### src/rtl/load_store_unit.sv
// Load/store sequencer between the execute stage and RAM port 2.
// One request at a time: alignment check, RAM handshake, timeout, one-cycle response.
module load_store_unit #(
  parameter int unsigned TIMEOUT     = 15,
  parameter bit          ALIGN_CHECK = 1'b1
) (
  input  logic        clk,
  input  logic        reset,
  input  logic        req_valid,
  output logic        req_ready,
  input  logic        req_we,
  input  logic [31:0] req_addr,
  input  logic [31:0] req_wdata,
  input  logic [1:0]  req_mode,
  input  logic        req_signed,
  output logic        busy,
  output logic        resp_valid,
  output logic [31:0] resp_rdata,
  output logic        resp_fault,
  output logic        port2en,
  output logic        wrEn,
  output logic [31:0] port2adr,
  output logic [31:0] port2i,
  output logic [1:0]  memMode,
  input  logic [31:0] port2o,
  input  logic        port2avail,
  input  logic        iRegAvail
);

  typedef enum logic [2:0] {
    S_IDLE,
    S_ISSUE,
    S_WLOAD,
    S_WSTORE,
    S_RESP
  } state_t;

  state_t      state_q, state_d;
  logic [7:0]  cnt_q, cnt_d;
  logic        we_q, we_d;
  logic [31:0] addr_q, addr_d;
  logic [31:0] wdata_q, wdata_d;
  logic [1:0]  mode_q, mode_d;
  logic        sgn_q, sgn_d;
  logic        mis_q, mis_d;
  logic [31:0] rdata_q, rdata_d;
  logic        fault_q, fault_d;

  logic        misaligned;
  logic [31:0] ext;
  logic [8:0]  cnt_inc;
  logic        timed_out;

  always_comb begin
    misaligned = (req_mode == 2'd3);
    if (ALIGN_CHECK) begin
      misaligned = misaligned
        | (req_mode == 2'd1 && req_addr[0])
        | (req_mode == 2'd0 && req_addr[1:0] != 2'b00);
    end
  end

  always_comb begin
    ext = port2o;
    if (sgn_q && mode_q == 2'd2) begin
      ext = {{24{port2o[7]}}, port2o[7:0]};
    end else if (sgn_q && mode_q == 2'd1) begin
      ext = {{16{port2o[15]}}, port2o[15:0]};
    end
  end

  assign cnt_inc   = {1'b0, cnt_q} + 9'd1;
  assign timed_out = (cnt_inc >= 9'(TIMEOUT));

  always_comb begin
    state_d   = state_q;
    cnt_d     = cnt_q;
    we_d      = we_q;
    addr_d    = addr_q;
    wdata_d   = wdata_q;
    mode_d    = mode_q;
    sgn_d     = sgn_q;
    mis_d     = mis_q;
    rdata_d   = rdata_q;
    fault_d   = fault_q;
    req_ready = 1'b0;
    port2en   = 1'b0;
    unique case (state_q)
      S_IDLE: begin
        req_ready = 1'b1;
        if (req_valid) begin
          we_d    = req_we;
          addr_d  = req_addr;
          wdata_d = req_wdata;
          mode_d  = req_mode;
          sgn_d   = req_signed;
          mis_d   = misaligned;
          state_d = S_ISSUE;
        end
      end
      S_ISSUE: begin
        // A rejected request spends its ISSUE cycle without touching RAM
        if (mis_q) begin
          fault_d = 1'b1;
          rdata_d = '0;
          state_d = S_RESP;
        end else begin
          port2en = 1'b1;
          if (iRegAvail) begin
            cnt_d   = '0;
            state_d = we_q ? S_WSTORE : S_WLOAD;
          end
        end
      end
      S_WLOAD: begin
        if (port2avail) begin
          fault_d = 1'b0;
          rdata_d = ext;
          state_d = S_RESP;
        end else if (timed_out) begin
          fault_d = 1'b1;
          rdata_d = '0;
          state_d = S_RESP;
        end else begin
          cnt_d = cnt_inc[7:0];
        end
      end
      S_WSTORE: begin
        if (iRegAvail) begin
          fault_d = 1'b0;
          rdata_d = '0;
          state_d = S_RESP;
        end else if (timed_out) begin
          fault_d = 1'b1;
          rdata_d = '0;
          state_d = S_RESP;
        end else begin
          cnt_d = cnt_inc[7:0];
        end
      end
      S_RESP: begin
        state_d = S_IDLE;
      end
      default: begin
        state_d = S_IDLE;
      end
    endcase
  end

  always_ff @(posedge clk or posedge reset) begin
    if (reset) begin
      state_q <= S_IDLE;
      cnt_q   <= '0;
      we_q    <= 1'b0;
      addr_q  <= '0;
      wdata_q <= '0;
      mode_q  <= '0;
      sgn_q   <= 1'b0;
      mis_q   <= 1'b0;
      rdata_q <= '0;
      fault_q <= 1'b0;
    end else begin
      state_q <= state_d;
      cnt_q   <= cnt_d;
      we_q    <= we_d;
      addr_q  <= addr_d;
      wdata_q <= wdata_d;
      mode_q  <= mode_d;
      sgn_q   <= sgn_d;
      mis_q   <= mis_d;
      rdata_q <= rdata_d;
      fault_q <= fault_d;
    end
  end

  assign busy       = (state_q != S_IDLE);
  assign resp_valid = (state_q == S_RESP);
  assign resp_fault = resp_valid & fault_q;
  assign resp_rdata = rdata_q;
  assign wrEn       = we_q;
  assign port2adr   = addr_q;
  assign port2i     = wdata_q;
  assign memMode    = mode_q;

endmodule

### config.mk
export PLATFORM = sky130hd
export DESIGN_NAME = load_store_unit
export DESIGN_NICKNAME = d
export VERILOG_FILES = /design/src/rtl/load_store_unit.sv
export SDC_FILE = /design/constraint.sdc
export NUM_CORES = 1
export LEC_CHECK = 0
export CORE_AREA = 10 10 118 120
export DETAILED_ROUTE_END_ITERATION = 10
export DIE_AREA = 0 0 128 130
export PLACE_DENSITY = 0.9
export SYNTH_ARGS = -nofsm -noshare
export SYNTH_HDL_FRONTEND = slang
export SYNTH_SLANG_ARGS = --single-unit
### constraint.sdc
create_clock -name clk -period 4.7 [get_ports clk]
set_input_delay 0.94 -clock clk [delete_from_list [all_inputs] [get_ports clk]]
set_output_delay 0.94 -clock clk [all_outputs]
set_load 0.01 [all_outputs]
== Yosys cells after proc, flatten, opt, wreduce, memory -nomap -nowiden ==
Index checks and enable logic that the tools add are counted.

* Bits in registers: 113
* Logic and storage cells: 72
* Bits of input ports: 105
* Output and inout port bits: 104

* Multiplexer cells: 29
* Eq/ne operators: 15
* Magnitude comparators: 1
* $add $sub $neg: 1
* Reductions and logical operators: 13
* Bitwise operators: 3

{| class="wikitable"
|+ Operator list
! operator !! number
|-
| two-way mux 32 bit || 6
|-
| case mux 32 bit (3 select lines) || 1
|-
| two-way mux 8 bit || 5
|-
| case mux 8 bit (3 select lines) || 1
|-
| two-way mux 3 bit || 6
|-
| != test 2 bit, second input constant || 6
|-
| case mux 3 bit (4 select lines) || 1
|-
| adder 8 x 1 -> 9 bit, second input constant || 1
|-
| greater-or-equal comparator 9 x 4 -> 1 bit, second input constant || 1
|-
| two-way mux 1 bit || 8
|-
| equality test 3 x 2 -> 1 bit, second input constant || 2
|-
| AND reduction 2 bit || 3
|-
| nonzero test 3 bit || 2
|-
| AND reduction 5 bit || 1
|-
| equality test 2 x 1 -> 1 bit, second input constant || 2
|-
| equality test 2 bit, second input constant || 2
|-
| logical AND 1 bit || 4
|-
| equality test 3 x 1 -> 1 bit, second input constant || 1
|-
| equality test 3 bit, second input constant || 1
|-
| logical NOT 3 bit || 1
|-
| != test 3 bit, second input constant || 1
|-
| case mux 1 bit (3 select lines) || 1
|-
| logical NOT 2 bit || 1
|-
| bitwise OR 1 bit || 2
|-
| 2 further kinds || 2
|}

== Longest topological paths before layout ==
Gate-level depths: netlist (run 1).

* Depth after elaboration: 6
* Mapped depth: 9

== Worst setup path before layout (run 1) ==
No wires, ideal clock.

* Kind: register to output
* From: reg state_q[1]
* To: out resp_fault
* Arrival time: 1094 ps
* Slack: 2666 ps
* Buffers on the path: 1
* Data required time: 3760 ps
* Stages on the path, launching flop included: 4
* Path through: dfrtp_1 -> buf_2 -> nor3b_1 -> and2_1

* Word-level cells in the longest chain between the ends: 2

{| class="wikitable"
|+ Ends and longest elaborated chain
! what !! line !! RTL
|-
| start: declaration || 38 || <nowiki>state_t state_q, state_d;</nowiki>
|-
| start signal: assignment || 163 || <nowiki>state_q <= state_d;</nowiki>
|-
| equality test 3 bit || 177 || <nowiki>assign resp_valid = (state_q == S_RESP);</nowiki>
|-
| named net resp_valid || 17 || <nowiki>output logic resp_valid,</nowiki>
|-
| AND 1 bit || 178 || <nowiki>assign resp_fault = resp_valid & fault_q;</nowiki>
|-
| end: declaration || 19 || <nowiki>output logic resp_fault,</nowiki>
|}

The timed path passes the listed nets, and every way through them passes these cells.

== Worst setup path in the final report (run 1) ==
* From: reg state_q[0]
* To: out port2en

* Word-level cells in the longest chain between the ends: 2

{| class="wikitable"
|+ Ends and longest elaborated chain
! what !! line !! RTL
|-
| equality test 3 x 1 -> 1 bit || 88 || <nowiki>unique case (state_q)</nowiki>
|-
| two-way mux 1 bit || 88 ||
|-
| end: declaration || 20 || <nowiki>output logic port2en,</nowiki>
|}

Every way passes these cells.

==> results of run 1 <==
## layer usage
| layer | GRT usage (%) | part of all wire (%) | vias up |
|---|---|---|---|
| li1 | - | - | 1721 |
| met1 | 19.4 | 39 | 1864 |
| met2 | 29.3 | 49 | 165 |
| met3 | 8.68 | 10 | 22 |
| met4 | 6.82 | 1.9 | 0 |
| met5 | 0 | 0 | - |
## flip-flops by register name, summed over array words and instances (netlist names)
| register | cells |
|---|---|
| port2i | 32 |
| resp_rdata | 32 |
| wrEn | 1 |
| fault_q | 1 |
| cnt_q | 8 |
| port2adr | 32 |
| state_q | 3 |
| sgn_q | 1 |
| memMode | 2 |
| mis_q | 1 |
## final cells by class
cell class	instances	share of cell area [%]
multi-input combinational	208	23.7
clock buffer	22	6.23
tap	147	2.42
timing repair buffer	211	27.6
inverter	10	0.526
sequential	113	37.1
clock inverter	10	2.37
## worst min-delay path by stage
| stage | end | startpoint | cells past startpoint | slack [ns] |
|---|---|---|---|---|
| after floorplan | cnt_q[7] | cnt_q[7] | 1 | 0.47 |
| after global placement | port2adr[18] | port2adr[18] | 1 | 0.47 |
| after detailed placement | resp_rdata[24] | resp_rdata[24] | 1 | 0.47 |
| after CTS | port2adr[26] | port2adr[26] | 1 | 0.49 |
| after global routing | port2adr[26] | port2adr[26] | 1 | 0.49 |
| final | port2adr[23] | port2adr[23] | 1 | 0.48 |
## logic make-up (layout without fill, tap and decap cells)
family,Yosys count,in the layout,synth area share (%)
muxes,72,72,16.8
adders and majority gates,2,2,0.522
and+or+nand+nor,38,38,4.86
AOI/OAI and AO/OA,96,96,15.4
buffers and inverters,31,253,3.39
DFF,113,113,59.0
## layout by cell type, fill, tap and decap left out, drive strengths merged, types with 2 or more instances in the layout
cell type | netlist | layout
clkinvlp | 0 | 2
and2 | 3 | 3
nand3b | 4 | 4
clkinv | 0 | 3
inv | 10 | 10
buf | 14 | 3
mux2i | 3 | 3
o22ai | 17 | 17
dfrtp | 113 | 113
nor3b | 4 | 4
nor2 | 5 | 5
clkdlybuf4s50 | 0 | 208
ha | 2 | 2
clkbuf | 7 | 22
nand2b | 2 | 2
o2bb2ai | 24 | 24
bufinv | 0 | 5
nor3 | 2 | 2
a22o | 8 | 8
a21oi | 16 | 16
nor2b | 6 | 6
mux2 | 69 | 69
o21a | 17 | 17
nand2 | 8 | 8
o21ai | 4 | 4
## through the flow
stage	hold slack (ns)	power (mW)
after floorplan	0.465	2.84
after global placement	0.467	3.97
after detailed placement	0.473	4.07
after CTS	0.486	5.53
after global routing	0.492	5.78
final	0.483	5.46
## power groups by stage
stage,Combinational [mW],Sequential [mW],Clock (mW)
finish,2.27,1.78,1.41
global route,2.45,1.84,1.49
CTS,2.31,1.78,1.44
detailed placement,2.29,1.78,0
global placement,2.22,1.75,0
floorplan,0.960,1.88,0
==> results.sh, run 1 <==
export IMPL_status="complete, no violations"
export IMPL_clock_skew_ns=0.0104
export IMPL_clk_pin_slew_ns=0.05
export IMPL_max_freq_ghz=0.334
export IMPL_grt_max_degree=75
export IMPL_wire_per_inst_um=20.3
export IMPL_power_frac_comb_pct=41.6
export IMPL_cp_top_family="buffers and inverters"
export IMPL_core_area_um2=11700
export IMPL_diodes=0
export IMPL_synth_common_cells="113 x dfrtp_1, 60 x mux2_1, 24 x o2bb2ai_1"
export IMPL_dp_cells=689
export IMPL_grtUsageTotal_pct=17.8
export IMPL_antenna_found_initial=0
export IMPL_pwr_share_seq_pct=32.6
export IMPL_dr_total_vias=3772
export IMPL_r2r_end="resp_rdata[2]"
export IMPL_cts_inserted_buffers=17
export IMPL_die_area_um2=16600
export IMPL_rows=40
export IMPL_place_gp_congestion=0.757
export IMPL_cp_required_ns=3.76
export IMPL_syn_num_nets=459
export IMPL_crit_cells=3
export IMPL_clkPwrFrac_pct=25.9
export IMPL_ys_seq_elements=113
export IMPL_syn_to_final_growth_pct=58.9
export IMPL_cts_setup_buffers=0
export IMPL_regArea_um2=2830
export IMPL_relSlewSlack_pct=21.0
export IMPL_cp_endpoint="port2en"
export IMPL_leakagePower_nw=3.15
export IMPL_rrSetupSlack_ns=2.30
export IMPL_synth_avg_cell_area_um2=13.6
export IMPL_drt_iter0_markers=196
export IMPL_boundaryPins=209
export IMPL_multi_input_area_um2=1800
export IMPL_nNetsFinal=668
export IMPL_fin_crit_sh_pct=63.8
export IMPL_stdcell_count=721
export IMPL_dp_slack_ns=1.67
export IMPL_holdCritPathClass="reg -> reg"
export IMPL_wirelength_mm=14.6
export IMPL_synth_area_top_cells="dfrtp_1 59%, mux2_1 14%, o2bb2ai_1 4.4%, o21a_1 2.7%, o22ai_1 2.2%"
export IMPL_crit_chain="nor3b_1 -> nor2b_1 -> clkdlybuf4s50_1"
export IMPL_synth_area_um2=4790
export IMPL_dpl_hpwl_mm=10.7
export IMPL_yosys_warnings=0
export IMPL_cts_tree="yes"
export IMPL_r2r_cells=7
export IMPL_slew_viol_final=0
export IMPL_crit_path_end_kind="primary output"
export IMPL_critPathLaunchType="register"
export IMPL_cts_max_path_buffers=2
export IMPL_r2r_start="cnt_q[0]"
export IMPL_ys_seq_area_share_pct=59.0
export IMPL_tns_ns=0
export IMPL_maxCapViolCount=0
export IMPL_dpl_instance_area_um2=6960
export IMPL_dr_pass1_iters=4
export IMPL_h_tree_depth=4
export IMPL_synth_edff_count=0
export IMPL_intPower_mw=3.72
export IMPL_crit_slowest_cell="clkdlybuf4s50_1"
export IMPL_fin_crit_ns=3.00
export IMPL_tightest_slew_ns=1.18
export IMPL_drtAntennaViolNets=0
export IMPL_clock_latency_ns=0.41
export IMPL_arrival_ns=2.06
export IMPL_cts_root_buffer="clkbuf_16"
export IMPL_clock_sinks=113
export IMPL_drcViolationCount=0
export IMPL_final_area_um2=7610
export IMPL_synth_area_leader_cell="dfrtp_1"
export IMPL_fp_dieH_um=130
export IMPL_cp_max_fo=9
export IMPL_cts_hold_buf=0
export IMPL_drive_above_1_share_pct=9.41
export IMPL_grt_pass1_vias=4230
export IMPL_worst_path_largest_cell_delay_ns=0.57
export IMPL_worst_ir_drop_vdd_v=0.000403
export IMPL_hold_viol_final=0
export IMPL_n_fill_cell=882
export IMPL_switching_share_pct=32.0
export IMPL_power_density_nw_per_um2=718
export IMPL_grt_pass1_wl_mm=23.3
export IMPL_async_reset_ff_share_pct=100
export IMPL_crit_type="reg -> out"
export IMPL_finalSetupViolations=0
export IMPL_overflow=0
export IMPL_crit_start="state_q[0]"
export IMPL_die_w_um=128
export IMPL_synth_top_area_share_pct=59.0
export IMPL_p_sw_mw=1.75
export IMPL_path_buf_inv=1
export IMPL_ys_flop_type="dfrtp_1"
export IMPL_synth_most_common_cell="dfrtp_1"
export IMPL_initial_core_util_pct=40.9
export IMPL_setup_slack_ns=1.70
export IMPL_numPortBuffers=208
export IMPL_yosysUniqueCellTypes=45
export IMPL_final_core_util_pct=65.0
export IMPL_synth_cells=352
export IMPL_rsz0062_at_grt="false"
export IMPL_vias_per_cell=5.23
export IMPL_post_cts_resized=0
(Power assumes the default switching activity.)
==> run 2, diff against run 1 <==
==> constraint.sdc (replaced) <==
create_clock -name clk -period 2.89 [get_ports clk]
set_input_delay 0.578 -clock clk [delete_from_list [all_inputs] [get_ports clk]]
set_output_delay 0.578 -clock clk [all_outputs]
set_load 0.01 [all_outputs]
==> run 2 against run 1 <==
  * Via count grew 0.27%
  * Critical path depth is the same
  * Sequential power grew 62%
  * Clock-buffer cell count shrank 1
  * Flip-flop and latch count is the same
  * First-iteration DRC count grew 31%
  * Wire length grew 1.6%
  * Register-to-register slack lost 1.7 ns
  * Combinational power grew 65%
  * Global-route usage grew 0.17 points
  * Core utilization shrank 0.21 points
  * Critical path type unchanged
  * Largest cell class unchanged
  * Largest power group unchanged
==> results.sh, run 2 (synthesis results as in run 1) <==
export IMPL_cts_tree="yes"
export IMPL_hold_viol_final=0
export IMPL_final_cell_mix="208 x clkdlybuf4s50_1, 113 x dfrtp_1, 60 x mux2_1"
export IMPL_grtUsageTotal_pct=18.0
export IMPL_h_tree_depth=4
export IMPL_fin_crit_ns=2.65
export IMPL_clkPwrFrac_pct=23.4
export IMPL_dp_slack_ns=0.437
export IMPL_r2r_cells=3
export IMPL_cts_setup_buffers=0
export IMPL_intPower_mw=5.81
export IMPL_drcViolationCount=0
export IMPL_switching_share_pct=33.0
export IMPL_multi_input_area_um2=1800
export IMPL_syn_to_final_growth_pct=58.4
export IMPL_cts_root_buffer="clkbuf_16"
export IMPL_cts_max_path_buffers=2
export IMPL_nNetsFinal=671
export IMPL_max_freq_ghz=0.377
export IMPL_dpl_hpwl_mm=11.1
export IMPL_drtAntennaViolNets=0
export IMPL_critPathLaunchType="register"
export IMPL_relSlewSlack_pct=52.6
export IMPL_worst_ir_drop_vdd_v=0.000673
export IMPL_drive_above_1_share_pct=9.90
export IMPL_status="complete, no violations"
export IMPL_dpl_instance_area_um2=7010
export IMPL_finalSetupViolations=0
export IMPL_tns_ns=0
export IMPL_fin_hold_ws_ns=0.482
export IMPL_vias_per_cell=5.23
export IMPL_crit_type="reg -> out"
export IMPL_final_area_um2=7590
export IMPL_holdCritPathClass="reg -> reg"
export IMPL_crit_start="state_q[0]"
export IMPL_rows=40
export IMPL_overflow=0
export IMPL_cp_required_ns=2.31
export IMPL_tightest_slew_ns=0.711
export IMPL_r2r_start="memMode[1]"
export IMPL_core_area_um2=11700
export IMPL_cts_hold_buf=0
export IMPL_dr_total_vias=3782
export IMPL_clk_pin_slew_ns=0.05
export IMPL_wirelength_mm=14.9
export IMPL_post_cts_resized=0
export IMPL_die_area_um2=16600
export IMPL_r2r_end="resp_rdata[20]"
export IMPL_setup_slack_ns=0.239
export IMPL_die_w_um=128
export IMPL_grt_pass1_vias=4235
export IMPL_arrival_ns=2.07
export IMPL_clock_sinks=113
export IMPL_initial_core_util_pct=40.9
export IMPL_fp_dieH_um=130
export IMPL_grt_max_degree=75
export IMPL_rrSetupSlack_ns=0.65
export IMPL_pwr_share_seq_pct=33.4
export IMPL_dr_pass1_iters=4
export IMPL_boundaryPins=209
export IMPL_slew_viol_final=0
export IMPL_regArea_um2=2830
export IMPL_rsz0062_at_grt="false"
export IMPL_diodes=0
export IMPL_grt_pass1_wl_mm=23.6
export IMPL_wire_per_inst_um=20.6
export IMPL_crit_path_end_kind="primary output"
export IMPL_clock_skew_ns=0.00769
export IMPL_numPortBuffers=208
export IMPL_fin_crit_sh_pct=91.7
export IMPL_place_gp_congestion=0.883
export IMPL_clock_latency_ns=0.40
export IMPL_p_sw_mw=2.86
export IMPL_cp_endpoint="port2en"
export IMPL_antenna_found_initial=0
export IMPL_drt_iter0_markers=257
export IMPL_power_density_nw_per_um2=1140
export IMPL_maxCapViolCount=0
export IMPL_cts_inserted_buffers=17
export IMPL_final_core_util_pct=64.8
export IMPL_cp_max_fo=9
export IMPL_power_frac_comb_pct=43.2
export IMPL_leakagePower_nw=3.13
export IMPL_n_fill_cell=865
export IMPL_mostFrequentLayoutCell="clkdlybuf4s50_1"
## run 2: how the worst min path moves through the flow
| stage | startpoint | to | slack, ns | cells after the start |
|---|---|---|---|---|
| after CTS | port2adr[10] | port2adr[10] | 0.49 | 1 |
| final | port2adr[10] | port2adr[10] | 0.48 | 1 |
| after global routing | port2adr[18] | port2adr[18] | 0.49 | 1 |
| after detailed placement | resp_rdata[9] | resp_rdata[9] | 0.47 | 1 |
| after global placement | port2adr[18] | port2adr[18] | 0.47 | 1 |
| after floorplan | cnt_q[7] | cnt_q[7] | 0.47 | 1 |
## run 2: per-stage QoR
| step | power [mW] | instances |
|---|---|---|
| 6_report | 8.67 | 723 |
| 5_1_grt | 9.18 | 723 |
| 4_1_cts | 8.76 | 723 |
| 3_5_place_dp | 6.68 | 692 |
| 3_3_place_gp | 6.49 | 692 |
| 2_1_floorplan | 4.61 | 352 |
## run 2: area by class of cell
class,instances,share of cell area [%]
clock inverters,10,1.45
inverters,10,0.544
well taps,147,2.42
multi-input cells,208,23.8
clock buffers,21,6.20
repair buffers,214,28.4
flip-flops and latches,113,37.3
## run 2: per-layer routing
layer / GRT usage [%] / vias to the layer above / routed length [µm]
li1: - / 1725 / -
met1: 18.9 / 1880 / 5610
met2: 31.0 / 168 / 7630
met3: 8.32 / 9 / 1510
met4: 6.42 / 0 / 110
met5: 0 / - / 0
## run 2: power by group through the flow
| stage | Sequential, mW | Clock, mW | Combinational [mW] |
|---|---|---|---|
| 2_1_floorplan | 3.05 | 0 | 1.56 |
| 3_3_place_gp | 2.84 | 0 | 3.65 |
| 3_5_place_dp | 2.90 | 0 | 3.78 |
| 4_1_cts | 2.90 | 2.06 | 3.80 |
| 5_1_grt | 3.00 | 2.14 | 4.03 |
| 6_report | 2.89 | 2.03 | 3.75 |
## run 2: critical path, cell delays in order, from the launching register on
cell and delay [ns]:
dfrtp_1 0.55, nor3b_1 0.32, nor2b_1 0.24, clkdlybuf4s50_1 0.57
==> run 3, diff against run 2 <==
--- a/config.mk
+++ b/config.mk
@@ -5,9 +5,9 @@
 export SDC_FILE = /design/constraint.sdc
 export NUM_CORES = 1
 export LEC_CHECK = 0
-export CORE_AREA = 10 10 118 120
+export CORE_AREA = 10 10 113 126
 export DETAILED_ROUTE_END_ITERATION = 10
-export DIE_AREA = 0 0 128 130
+export DIE_AREA = 0 0 123 136
 export PLACE_DENSITY = 0.9
 export SYNTH_ARGS = -nofsm -noshare
 export SYNTH_HDL_FRONTEND = slang
==> run 3 against run 2 <==
  * Non-clock buffer count did not move
  * Total power is essentially flat
  * Sequential power is essentially flat
  * Clock power about the same
  * Sequential share of layout area decreased by 0.13 points
  * Combinational power barely moved
  * Worst hold slack about the same
  * Setup slack better by 0.022 ns
  * Register-to-register slack lost 0.04 ns
  * Clock skew up 0.0023 ns
  * Via count is 1.4% lower
  * Fmax up 0.84%
  * Largest power group unchanged
==> results.sh, run 3 (synthesis results as in run 1) <==
export IMPL_holdCritPathClass="reg -> reg"
export IMPL_worst_ir_drop_vdd_v=0.000582
export IMPL_nNetsFinal=671
export IMPL_grtUsageTotal_pct=17.3
export IMPL_wirelength_mm=14.3
export IMPL_finalSetupViolations=0
export IMPL_drt_iter0_markers=240
export IMPL_hold_viol_final=0
export IMPL_switching_share_pct=32.5
export IMPL_boundaryPins=209
export IMPL_cts_inserted_buffers=17
export IMPL_dr_total_vias=3728
export IMPL_stdcell_count=731
export IMPL_n_fill_cell=849
export IMPL_antenna_found_initial=0
export IMPL_dp_cells=699
export IMPL_post_cts_resized=0
export IMPL_intPower_mw=5.85
export IMPL_grt_pass1_wl_mm=22.6
export IMPL_cts_hold_buf=0
export IMPL_die_w_um=123
export IMPL_cts_setup_buffers=0
export IMPL_cts_root_buffer="clkbuf_16"
export IMPL_cp_max_fo=9
export IMPL_grt_max_degree=71
export IMPL_cts_tree="yes"
export IMPL_fin_hold_ws_ns=0.481
export IMPL_crit_type="reg -> out"
export IMPL_overflow=0
export IMPL_status="complete, no violations"
export IMPL_drcViolationCount=0
export IMPL_clkPwrFrac_pct=23.7
export IMPL_clock_sinks=113
export IMPL_dpl_instance_area_um2=7030
export IMPL_final_cell_mix="208 x clkdlybuf4s50_1, 113 x dfrtp_1, 60 x mux2_1"
export IMPL_diodes=0
export IMPL_die_area_um2=16700
export IMPL_vias_per_cell=5.10
export IMPL_clock_latency_ns=0.40
export IMPL_fin_crit_ns=2.63
export IMPL_numPortBuffers=208
export IMPL_clk_pin_slew_ns=0.05
export IMPL_cts_max_path_buffers=2
export IMPL_pwr_share_seq_pct=33.3
export IMPL_leakagePower_nw=3.14
export IMPL_final_area_um2=7620
export IMPL_grt_pass1_vias=4138
export IMPL_clock_skew_ns=0.00996
export IMPL_arrival_ns=2.05
export IMPL_rsz0062_at_grt="false"
export IMPL_max_freq_ghz=0.380
export IMPL_crit_path_end_kind="primary output"
export IMPL_initial_core_util_pct=40.9
export IMPL_cp_required_ns=2.31
export IMPL_tns_ns=0
export IMPL_rows=42
export IMPL_maxCapViolCount=0
export IMPL_dpl_hpwl_mm=10.8
export IMPL_drtAntennaViolNets=0
export IMPL_tightest_slew_ns=0.720
export IMPL_mostFrequentLayoutCell="clkdlybuf4s50_1"
export IMPL_core_area_um2=11700
export IMPL_wire_per_inst_um=19.5
export IMPL_place_gp_congestion=0.865
export IMPL_fp_dieH_um=136
export IMPL_p_sw_mw=2.82
export IMPL_dr_pass1_iters=5
export IMPL_power_frac_comb_pct=42.9
export IMPL_critPathLaunchType="register"
export IMPL_power_density_nw_per_um2=1140
export IMPL_slew_viol_final=0
export IMPL_h_tree_depth=4
export IMPL_fin_crit_sh_pct=90.9
export IMPL_drive_above_1_share_pct=9.88
export IMPL_syn_to_final_growth_pct=58.9
export IMPL_relSlewSlack_pct=51.9
## run 3: cell types whose count changed in the layout (fill, tap and decap cells not counted), sizes merged
cell	previous run	this run
clkinv	4	7
clkinvlp	5	3
clkbuf	21	20
bufinv	2	3
## run 3: path summary, 6_finish.rpt
path	start	end	slack [ns]	cells after the start
max reg2reg	cnt_q[0]	resp_rdata[6]	0.61	8
min reg2reg	port2adr[25]	port2adr[25]	0.48	1
max	state_q[0]	port2en	0.26	3
min in group asynchronous	reset	port2i[25]	0.61	2
min	port2adr[25]	port2adr[25]	0.48	1
max in group asynchronous	reset	port2adr[16]	1.62	3
## run 3: stage by stage
| stage | setup slack, ns | power [mW] | util (%) |
|---|---|---|---|
| after CTS | 0.207 | 8.79 | 65.0 |
| final | 0.262 | 8.67 | 65.0 |
| after global placement | 0.528 | 6.51 | 60.0 |
| after floorplan | 0.941 | 4.61 | - |
| after global routing | 0.123 | 9.21 | 65.0 |
| after detailed placement | 0.425 | 6.66 | 60.0 |
## run 3: metal layers
metal	GRT usage [%]	wire, µm	vias up
li1	-	-	1718
met1	18.4	5330	1841
met2	28.8	7190	153
met3	8.67	1530	16
met4	6.35	208	0
met5	0	0	-
## run 3: worst max-delay path, cell delays in order, from the launching register on
cell	delay, ns
dfrtp_1	0.53
nor3b_1	0.32
nor2b_1	0.23
clkdlybuf4s50_1	0.58
## run 3: cell type report
| cell class | instances | area [µm²] | area share [%] |
|---|---|---|---|
| inverters | 10 | 41.3 | 0.542 |
| clock inverters | 12 | 140 | 1.84 |
| repair buffers | 214 | 2160 | 28.4 |
| clock buffers | 20 | 447 | 5.86 |
| well taps | 154 | 193 | 2.53 |
| multi-input cells | 208 | 1800 | 23.7 |
| flip-flops and latches | 113 | 2830 | 37.1 |
## run 3: power groups by stage
stage               combinational [mW]  sequential [mW]  clock (mW)
global placement                  3.66             2.85           0
global route                      4.02             2.99        2.19
floorplan                         1.56             3.05           0
finish                            3.72             2.89        2.06
CTS                               3.79             2.89        2.11
detailed placement                3.76             2.90           0
